==> src/rtl/fifo_uart_tx.sv <==
// Serial transmitter draining an upstream FIFO: start bit, WIDTH data bits LSB first,
// optional parity bit, STOP_BITS stop bits. Pops exactly one word per frame.
module fifo_uart_tx #(
    parameter int WIDTH        = 8,
    parameter int CLKS_PER_BIT = 16,
    parameter int PARITY_EN    = 0,
    parameter int PARITY_ODD   = 0,
    parameter int STOP_BITS    = 1
) (
    input  logic             clk,
    input  logic             res_n,
    input  logic             enable,
    input  logic             fifo_empty,
    input  logic [WIDTH-1:0] fifo_rdata,
    output logic             fifo_shift_out,
    output logic             txd,
    output logic             busy,
    output logic             frame_done
);

    localparam int BAUD_W = (CLKS_PER_BIT > 1) ? $clog2(CLKS_PER_BIT) : 1;
    localparam int BIT_W  = $clog2(WIDTH + 1);

    localparam logic [BAUD_W-1:0] BAUD_LAST = BAUD_W'(CLKS_PER_BIT - 1);
    localparam logic [BIT_W-1:0]  BIT_LAST  = BIT_W'(WIDTH - 1);
    localparam logic [BIT_W-1:0]  STOP_LAST = BIT_W'(STOP_BITS - 1);

    typedef enum logic [2:0] {
        S_IDLE, S_FETCH, S_LOAD, S_START, S_DATA, S_PARITY, S_STOP
    } state_t;

    state_t            r_state;
    state_t            w_next;
    logic [BAUD_W-1:0] r_baud;
    logic [BIT_W-1:0]  r_bit;
    logic [WIDTH-1:0]  r_shift;
    logic              r_par;
    logic              r_txd;

    logic              w_baud_end;
    logic              w_bit_last;
    logic              w_stop_last;
    logic              w_can_fetch;
    logic              w_shift_out;
    logic              w_done;
    logic [WIDTH-1:0]  w_shift_nxt;

    assign w_baud_end  = (r_baud == BAUD_LAST);
    assign w_bit_last  = (r_bit == BIT_LAST);
    assign w_stop_last = (r_bit == STOP_LAST);
    assign w_can_fetch = enable & ~fifo_empty;
    assign w_shift_nxt = r_shift >> 1;

    always_ff @(posedge clk or negedge res_n) begin
        if (!res_n) r_state <= S_IDLE;
        else        r_state <= w_next;
    end

    always_comb begin
        w_next      = r_state;
        w_shift_out = 1'b0;
        w_done      = 1'b0;
        case (r_state)
            S_IDLE:   if (w_can_fetch) w_next = S_FETCH;
            S_FETCH: begin
                // Gated by empty as a safety net; the single-consumer contract keeps it non-empty here.
                w_shift_out = ~fifo_empty;
                w_next      = S_LOAD;
            end
            S_LOAD:   w_next = S_START;
            S_START:  if (w_baud_end) w_next = S_DATA;
            S_DATA: begin
                if (w_baud_end && w_bit_last)
                    w_next = (PARITY_EN != 0) ? S_PARITY : S_STOP;
            end
            S_PARITY: if (w_baud_end) w_next = S_STOP;
            S_STOP: begin
                if (w_baud_end && w_stop_last) begin
                    w_done = 1'b1;
                    w_next = w_can_fetch ? S_FETCH : S_IDLE;
                end
            end
            default:  w_next = S_IDLE;
        endcase
    end

    always_ff @(posedge clk or negedge res_n) begin
        if (!res_n) begin
            r_baud  <= '0;
            r_bit   <= '0;
            r_shift <= '0;
            r_par   <= 1'b0;
            r_txd   <= 1'b1;
        end else begin
            case (r_state)
                S_LOAD: begin
                    r_shift <= fifo_rdata;
                    r_par   <= (^fifo_rdata) ^ (PARITY_ODD != 0);
                    r_baud  <= '0;
                    r_bit   <= '0;
                    r_txd   <= 1'b0;
                end
                S_START, S_DATA, S_PARITY, S_STOP: begin
                    r_baud <= w_baud_end ? '0 : r_baud + 1'b1;
                    if (w_baud_end) begin
                        case (r_state)
                            S_START: r_txd <= r_shift[0];
                            S_DATA: begin
                                r_shift <= w_shift_nxt;
                                if (w_bit_last) begin
                                    r_bit <= '0;
                                    r_txd <= (PARITY_EN != 0) ? r_par : 1'b1;
                                end else begin
                                    r_bit <= r_bit + 1'b1;
                                    r_txd <= w_shift_nxt[0];
                                end
                            end
                            S_PARITY: r_txd <= 1'b1;
                            default: begin
                                // Bit counter doubles as the stop-bit counter.
                                r_bit <= w_stop_last ? '0 : r_bit + 1'b1;
                                r_txd <= 1'b1;
                            end
                        endcase
                    end
                end
                default: begin
                    r_baud <= '0;
                    r_txd  <= 1'b1;
                end
            endcase
        end
    end

    assign fifo_shift_out = w_shift_out;
    assign frame_done     = w_done;
    assign busy           = (r_state != S_IDLE);
    assign txd            = r_txd;

endmodule

==> config.mk <==
export PLATFORM = sky130hd
export DESIGN_NAME = fifo_uart_tx
export DESIGN_NICKNAME = d
export VERILOG_FILES = /design/src/rtl/fifo_uart_tx.sv
export SDC_FILE = /design/constraint.sdc
export NUM_CORES = 1
export LEC_CHECK = 0
export BUFFER_PORTS_ARGS = -buffer_cell sky130_fd_sc_hd__buf_4
export CAP_MARGIN = 40
export CORE_MARGIN = 3
export CORE_UTILIZATION = 50
export CTS_CLUSTER_SIZE = 30
export DETAILED_ROUTE_END_ITERATION = 16
export PLACE_DENSITY = 0.81
export SLEW_MARGIN = 5
export SYNTH_ARGS = -nofsm -noshare
export SYNTH_HDL_FRONTEND = slang
export SYNTH_SLANG_ARGS = --single-unit
==> constraint.sdc <==
create_clock -name clk -period 3 [get_ports clk]
set_clock_uncertainty 0.1 [all_clocks]
set_input_delay 0.3 -clock clk [delete_from_list [all_inputs] [get_ports clk]]
set_output_delay 0.3 -clock clk [all_outputs]
set_load 0.1 [all_outputs]
Word-level counts from Yosys, hierarchy flattened
Index checks and enable logic that the tools add are counted.
{"block": "totals", "regBits": 20, "in_bits": 12, "elab_cells": 60}
{"block": "op_classes", "n_eq_ne": 16, "n_bitwise": 2, "n_reduce_logical": 11, "add_sub_neg": 2, "n_mux": 24}
{"cell": "$pmux W3 S7", "n": 1}
{"cell": "$mux W4", "n": 5}
{"cell": "$mux W8", "n": 2}
{"cell": "$ne A2 B2 Y1 const B", "n": 8}
{"cell": "$pmux W4 S2", "n": 2}
{"cell": "$pmux W8 S2", "n": 1}
{"cell": "$mux W3", "n": 5}
{"cell": "$eq A3 B3 Y1 const B", "n": 3}
{"cell": "$add A4 B1 Y4 const B", "n": 2}
{"cell": "$eq A3 B2 Y1 const B", "n": 2}
{"cell": "$mux W1", "n": 6}
{"cell": "$reduce_and A3 Y1", "n": 2}
{"cell": "$reduce_and A5 Y1", "n": 1}
{"cell": "$eq A4 B3 Y1 const B", "n": 1}
{"cell": "$eq A4 B4 Y1 const B", "n": 1}
{"cell": "$logic_not A4 Y1", "n": 1}
{"cell": "$pmux W1 S2", "n": 2}
{"cell": "$reduce_or A4 Y1", "n": 1}
{"cell": "$eq A3 B1 Y1 const B", "n": 1}
{"cell": "$logic_not A3 Y1", "n": 1}
{"cell": "$reduce_bool A3 Y1", "n": 1}
{"cell": "$logic_and A1 B1 Y1", "n": 2}
{"cell": "$reduce_bool A2 Y1", "n": 1}
{"cell": "$reduce_or A2 Y1", "n": 1}
{"cell": "other kinds (2)", "n": 2}

Longest topological paths before layout
Gate-level depths: netlist of the first run.
{"block": "logic_depth", "ltp_word": 5, "mapped_depth": 7, "depth_no_buf": 6}

Worst setup path before layout of the first run
Ideal clock, no wire load.
{"block": "synth_timing", "kind": "reg-to-output", "from": "register r_state[2]", "to": "output fifo_shift_out", "path_buffers": 2, "path_stages_with_launch": 4, "required_time_ns": 2.600, "t_arrival_ns": 3.824, "slack_ns": -1.224, "cell_sequence": "dfrtp_1 > buf_6 > clkbuf_1 > nor4b_1"}
{"block": "synth_between", "elab_chain_cells": 2}
{"element": "start, declared", "line_no": "32", "text": "state_t r_state;"}
{"element": "start signal, assigned", "line_no": "56", "text": "else r_state <= w_next;"}
{"element": "$eq A3 B1 Y1", "line_no": "63", "text": "case (r_state)"}
{"element": "$mux W1", "line_no": "63"}
{"element": "end, declared", "line_no": "15", "text": "output logic fifo_shift_out,"}
Every way passes these cells.

Worst setup path after layout of the first run
{"block": "layout_timing", "from": "register r_state[2]", "to": "output frame_done"}
{"block": "layout_between", "elab_chain_cells": 2}
{"element": "$eq A3 B3 Y1", "line_no": "63"}
{"element": "$mux W1", "line_no": "63"}
{"element": "end, declared", "line_no": "18", "text": "output logic frame_done"}
Every way passes these cells.

==> results of run 1 <==
==> layout make-up <==
| cell class | instances | area (sq um) |
|---|---|---|
| timing repair buffer | 16 | 122.6 |
| tap | 28 | 35.03 |
| clock buffer | 4 | 26.28 |
| fill | 195 | 897.1 |
| sequential | 20 | 501.7 |
| inverter | 6 | 22.52 |
| multi-input combinational | 91 | 628.1 |
==> timing repair <==
item	in CTS	in global routing
hold buffers	1	0
setup buffers	0	0
setup endpoints to repair	0	0
gates resized for setup	0	0
hold endpoints to repair	19	0
==> per-stage QoR <==
step	power [uW]	hold WS, ns	cells
after global placement	313.7	0.09344	160
after detailed placement	314.7	0.09264	160
after global routing	456.9	0.1866	165
final	438.2	0.1771	165
after floorplan	295.1	-0.09559	125
after CTS	442.1	0.1788	165
==> power by group <==
part           switching (uW)  internal, uW
logic                    16.2          15.0
clock network            77.0          51.7
registers                3.04           275
total                    96.2           342
==> path summary, 6_finish.rpt <==
kind	from	end	slack (ns)
worst max-delay path	r_state[2]	frame_done	0.59
worst min-delay path	fifo_rdata[1]	r_shift[1]	0.18
worst max register to register	r_state[2]	r_bit[3]	1.00
worst min register to register	r_baud[0]	r_baud[0]	0.37
max in group asynchronous	res_n	txd	2.23
min in group asynchronous	res_n	r_bit[2]	0.30
==> sequential cells by signal, indices dropped and copies added, names as in the netlist <==
register  count
r_state       3
txd           1
r_bit         4
r_baud        4
r_shift       8
==> worst min-delay path, cell delays in order <==
cell     delay, ns
buf_4         0.07
mux2i_1       0.05
o21ai_1       0.11
==> cells in the final DEF, fill, tap and decap left out, types with 2 or more instances in the layout <==
master     n
dfrtp_1   19
buf_4     15
nand2_1   10
nor2_1     9
mux2i_1    7
o21ai_1    7
inv_1      6
o21ai_0    6
a21oi_1    6
nand3_1    5
ha_1       3
clkbuf_4   3
nand4_1    2
nor3_1     2
nand2b_1   2
o31ai_1    2
nand3b_1   2
o22ai_1    2
==> per-layer routing <==
layer / track usage [%] / routed length (microns)
met1: 23.34 / 986
met2: 29.72 / 1107
met3: 3.485 / 150
met4: 4.049 / 18
met5: 0 / 0
==> cells by family (layout without fill, tap and decap cells) <==
family	after synthesis	after routing	synth area share, %
DFF	20	20	41.90
AOI/OAI and AO/OA	35	35	20.17
xor gates and xnor gates	2	2	1.463
adders and majority gates	3	3	3.135
and+or+nand+nor	44	44	20.90
muxes	7	7	5.852
buffers and inverters	14	26	6.583
==> metrics.md, run 1 <==
| Metric | Value |
|---|---|
| Status | finished clean |
| Clock Latency Late Sink | 0.29 ns |
| Final instance area | 1336 sq um |
| RSZ-0062 raised after global routing | false |
| Initial Util | 53.61% |
| Crit-path cells | nand4_1 > nor3_2 > buf_4 |
| Critical path's top delay family | flip-flops |
| DIE AREA | 3018 sq um |
| Router iterations before antenna repair | 4 |
| Vias in the first global route | 861 |
| Area post-placement | 1300 sq um |
| Commonest cells in the netlist | dfrtp_1 (19), nand2_1 (10), nor2_1 (9), mux2i_1 (7), o21ai_1 (7) |
| H-tree depth | 1 |
| Total wire length | 2261 microns |
| Final Cycle Share | about four fifths |
| Vias per cell | 5.812 |
| CP Launch Type | flop |
| Hold Crit Depth | 3 |
| Critical path depth | 3 |
| Core area | 2233 sq um |
| # port buffers | 15 |
| Final hold viol count | 0 |
| Utilization after layout | 59.83% |
| Post-synthesis cell area | 1197 sq um |
| Final setup violation count | 0 |
| GP Congestion | 0.8662 |
| Clk buf depth | 2 |
| Fin Setup TNS | 0 ns |
| Ys async rst share | 100.0% |
| I/O Pins | 16 |
| R2R depth | 4 |
| Gr usage total | 17.64% |
| Dpl hpwl | 1609 microns |
| DRC | 0 |
| Hold crit path type | input port to flop |
| Number of buffers created by CTS | 3 |
| Die width | 54.94 microns |
| P&R area growth vs syn | 11.60% |
| Max frequency | 414.1 MHz |
| Maximum capacitance violations | 0 |
| Required time of the critical path | 2.60 ns |
| First-pass GRT wire length | 3857 microns |
| Share of cells above drive strength 1 | a little under a fifth |
| Grt ovf | 0 |
| PD cells | 328.0 nW/um^2 |
| Worst-margin pin slew | 0.6707 ns |
| Core Rows | 17 |
| Warnings from Yosys | 0 |
| ANT cells | 0 |
| CTS Sinks | 20 |
| Largest net degree at the start of global routing | 23 |
| Detailed-route via count | 959 |
| Critical path arrival | 2.01 ns |
| Layout Nets | 153 |
| Post-synthesis instance total | between 100 and 150 |
| Worst setup margin | 0.5854 ns |
| CP bufs+invs | 1 |
| CTS Root Cell | clkbuf_4 |
| Static leakage | 0.0005628 uW |
| Normalized max-slew margin | 55.29% |
| Post-synth top area share | 39.71% |
| CP Max Fanout | 19 |
| Maximum VDD drop | 0.2871 mV |
| CTS tree | yes |
| Initial antenna violation count | 0 |
| Die height | around 55 microns |
| DP Worst Slack | around 0.94 ns |
| Post-synth EDFFs | 0 |
| Post-synthesis register bit count | 20 |
| Setup CP Type | flop to primary output |
| Ys flop type | dfrtp_1 |
| Reg clk slew, reported paths | 0.11 ns |
| Sequential cell area fraction in the yosys report | 41.90% |
| CP peak stage delay | around 0.75 ns |
| Avg Cell Area, Syn | 9.579 sq um |
| Wire length per cell | 13.70 microns |
| 1st-iter DRT viols | 22 |
| Top cell type by total area after synthesis | dfrtp_1 |
| Critical path's slowest cell | dfrtp_1 |
| Final min period | 2.415 ns |
| Slew Viols, Final | 0 |
| Unique masters post-synth | 44 |
| Most frequent cell after synthesis | dfrtp_1 |
| Top cells by area, synth | dfrtp_1 (40%), mux2i_1 (5.9%), ha_1 (3.1%) |
| Post-DRT Antenna Nets | 0 |
| Net Count, Synth | 140 |
| Worst setup EP type | primary output |
(Power assumes the default switching activity.)
==> inputs of run 2 (changes only) <==
--- a/config.mk
+++ b/config.mk
@@ -11,7 +11,7 @@
 export CORE_UTILIZATION = 50
 export CTS_CLUSTER_SIZE = 30
 export DETAILED_ROUTE_END_ITERATION = 16
-export PLACE_DENSITY = 0.81
+export PLACE_DENSITY = 0.83
 export SLEW_MARGIN = 5
 export SYNTH_ARGS = -nofsm -noshare
 export SYNTH_HDL_FRONTEND = slang
==> constraint.sdc (replaced) <==
create_clock -name clk -period 2.2 [get_ports clk]
set_clock_uncertainty 0.1 [all_clocks]
set_input_delay 0.22 -clock clk [delete_from_list [all_inputs] [get_ports clk]]
set_output_delay 0.22 -clock clk [all_outputs]
set_load 0.1 [all_outputs]
==> metrics.md, run 2 (synthesis gave the netlist of run 1 again) <==
| Metric | Value |
|---|---|
| Fin Setup TNS | 0 ns |
| Max frequency | approximately 490 MHz |
| Die width | between 50 and 60 microns |
| Post-DRT Antenna Nets | 0 |
| Crit-path cells | inv_1 > ha_1 > nand4bb_2 > nor3_4 > buf_6 |
| Normalized max-slew margin | a little over two thirds |
| Maximum VDD drop | 0.4088 mV |
| Slew Viols, Final | 0 |
| RSZ-0062 raised after global routing | false |
| DIE AREA | around 3000 sq um |
| PD cells | 515.9 nW/um^2 |
| Switching portion of total power | 20.26% |
| Initial Util | 53.61% |
| Wire length per cell | 15.46 microns |
| Clock Latency Late Sink | 0.30 ns |
| DRC | 0 |
| Die height | 54.94 microns |
| Final min period | 2.046 ns |
| End of the critical path | frame_done |
| Detailed-route via count | 1009 |
| Setup CP Type | flop to primary output |
| Gr usage total | 19.12% |
| Final Cycle Share | 92.98% |
| Top Registers | r_shift x8, r_baud x4, r_bit x4 |
| Pint | 580.2 uW |
| R2R depth | 5 |
| I/O Pins | 16 |
| FF-to-FF Start | r_baud[0] |
| CP Launch Type | flop |
| First-pass GRT wire length | about 4200 microns |
| Commonest non-fill, non-tap cells in the layout | dfrtp_1 (18), buf_4 (17), nand2_1 (10), nor2_1 (9) |
| Status | finished clean |
| Number of buffers created by CTS | 3 |
| Flop pwr share | 52.2% |
| Core area | 2233 sq um |
| Logic pwr share | 6.0% |
| CTS tree | yes |
| Vias per cell | 6.006 |
| Reg2reg end | r_bit[0] |
| Largest register by flop count | r_shift |
| Vias in the first global route | 975 |
| ANT cells | 0 |
| P&R area growth vs syn | 17.76% |
| Worst setup EP type | primary output |
| Final setup violation count | 0 |
| Commonest non-fill, non-tap cell in the layout | dfrtp_1 |
| Grt ovf | 0 |
| H-tree depth | 1 |
| Critical path arrival | 1.73 ns |
| 1st-iter DRT viols | 45 |
| CTS Sinks | 20 |
| Reg clk slew, reported paths | 0.12 ns |
| Total wire length | 2598 microns |
| Hold crit path type | input port to flop |
| CTS Root Cell | clkbuf_4 |
| Core Rows | 17 |
| Critical path's slowest cell | dfrtp_1 |
| Hold Crit Depth | 3 |
| Required time of the critical path | 1.88 ns |
| CP peak stage delay | between 0.4 and 0.5 ns |
| Static leakage | around 0.00059 uW |
| Switching power | 147.4 uW |
| CP Launch Point | r_bit[0] |
| Share of cells above drive strength 1 | 22.86% |
| Clk buf depth | 2 |
| Flop2flop setup slack | 0.33 ns |
| Total Power | 727.5 uW |
| Final hold viol count | 0 |
| GP Congestion | 0.8390 |
| Fillers | around 190 |
| Maximum capacitance violations | 0 |
| Layout Nets | between 150 and 200 |
| Dpl hpwl | 1820 microns |
| Initial antenna violation count | 0 |
| Worst-margin pin slew | around 0.46 ns |
| CP Max Fanout | 5 |
| Max reg flops | 8 |
| Largest net degree at the start of global routing | 21 |
| Router iterations before antenna repair | 4 |
| Clk pwr share | 41.8% |
| # port buffers | 15 |
[run 2: cell types whose count changed in the layout (fill, tap and decap cells not counted), sizes merged]
cell / before / now
bufinv: 0 / 1
clkbuf: 4 / 3
buf: 15 / 18
[run 2: worst min path at each step]
stage               slack [ns]          start    endpoint
floorplan                -0.18          res_n   r_baud[0]
global placement          0.02          res_n    r_bit[2]
detailed placement        0.01          res_n    r_bit[2]
CTS                       0.09  fifo_rdata[1]  r_shift[1]
global route              0.10  fifo_rdata[2]  r_shift[2]
finish                    0.09  fifo_rdata[4]  r_shift[4]
[run 2: what timing repair did]
item | 4_1_cts | 5_1_grt
hold buffers | 1 | 0
endpoints found under the setup margin | 1 | 1
buffers inserted | 1 | 0
hold endpoints to repair | 20 | 0
resized for setup | 0 | 3
pin swaps | 1 | 0
[run 2: worst max-delay path, delay by kind of cell (launching register included)]
| family | cells | cell delay, ns |
|---|---|---|
| adder cells (fa/ha/maj) | 1 | 0.18 |
| flip-flops | 1 | 0.45 |
| AND/OR/NAND/NOR | 2 | 0.45 |
| buffers and inverters | 2 | 0.33 |
[run 2: power groups by stage]
stage          Clock, uW  Combinational [uW]  Sequential, uW
2_1_floorplan          0                9.42             393
3_3_place_gp           0                41.7             386
3_5_place_dp           0                43.4             387
4_1_cts              308                44.9             380
5_1_grt              325                48.2             381
6_report             304                43.7             380
[run 2: per-layer routing]
layer  vias to the layer above  GRT usage [%]  routed length, microns
met5                         -              0                       0
met4                         0          10.12                      37
met3                         8          3.753                     150
met2                        37          29.13                    1274
met1                       486          25.55                    1136
li1                        478              -                       -
[run 2: final cells by class]
| type | instances | area, sq um | area share [%] |
|---|---|---|---|
| clock buffer | 3 | 22.52 | 1.597 |
| clock inverter | 1 | 30.03 | 2.130 |
| inverter | 6 | 22.52 | 1.597 |
| multi-input combinational | 91 | 648.1 | 45.96 |
| sequential | 20 | 503.0 | 35.67 |
| tap | 28 | 35.03 | 2.484 |
| timing repair buffer | 19 | 148.9 | 10.56 |
[run 2: per-stage QoR]
stage	utilization, %	instance area [sq um]	setup slack [ns]	hold slack [ns]	cells
detailed placement	59.55	1330	0.3416	0.01382	162
global placement	59.55	1330	0.4251	0.01506	162
finish	63.14	1410	0.1544	0.08529	168
global route	63.14	1410	0.04040	0.1041	168
floorplan	-	1224	0.07582	-0.1756	125
CTS	62.69	1400	0.02599	0.08725	168
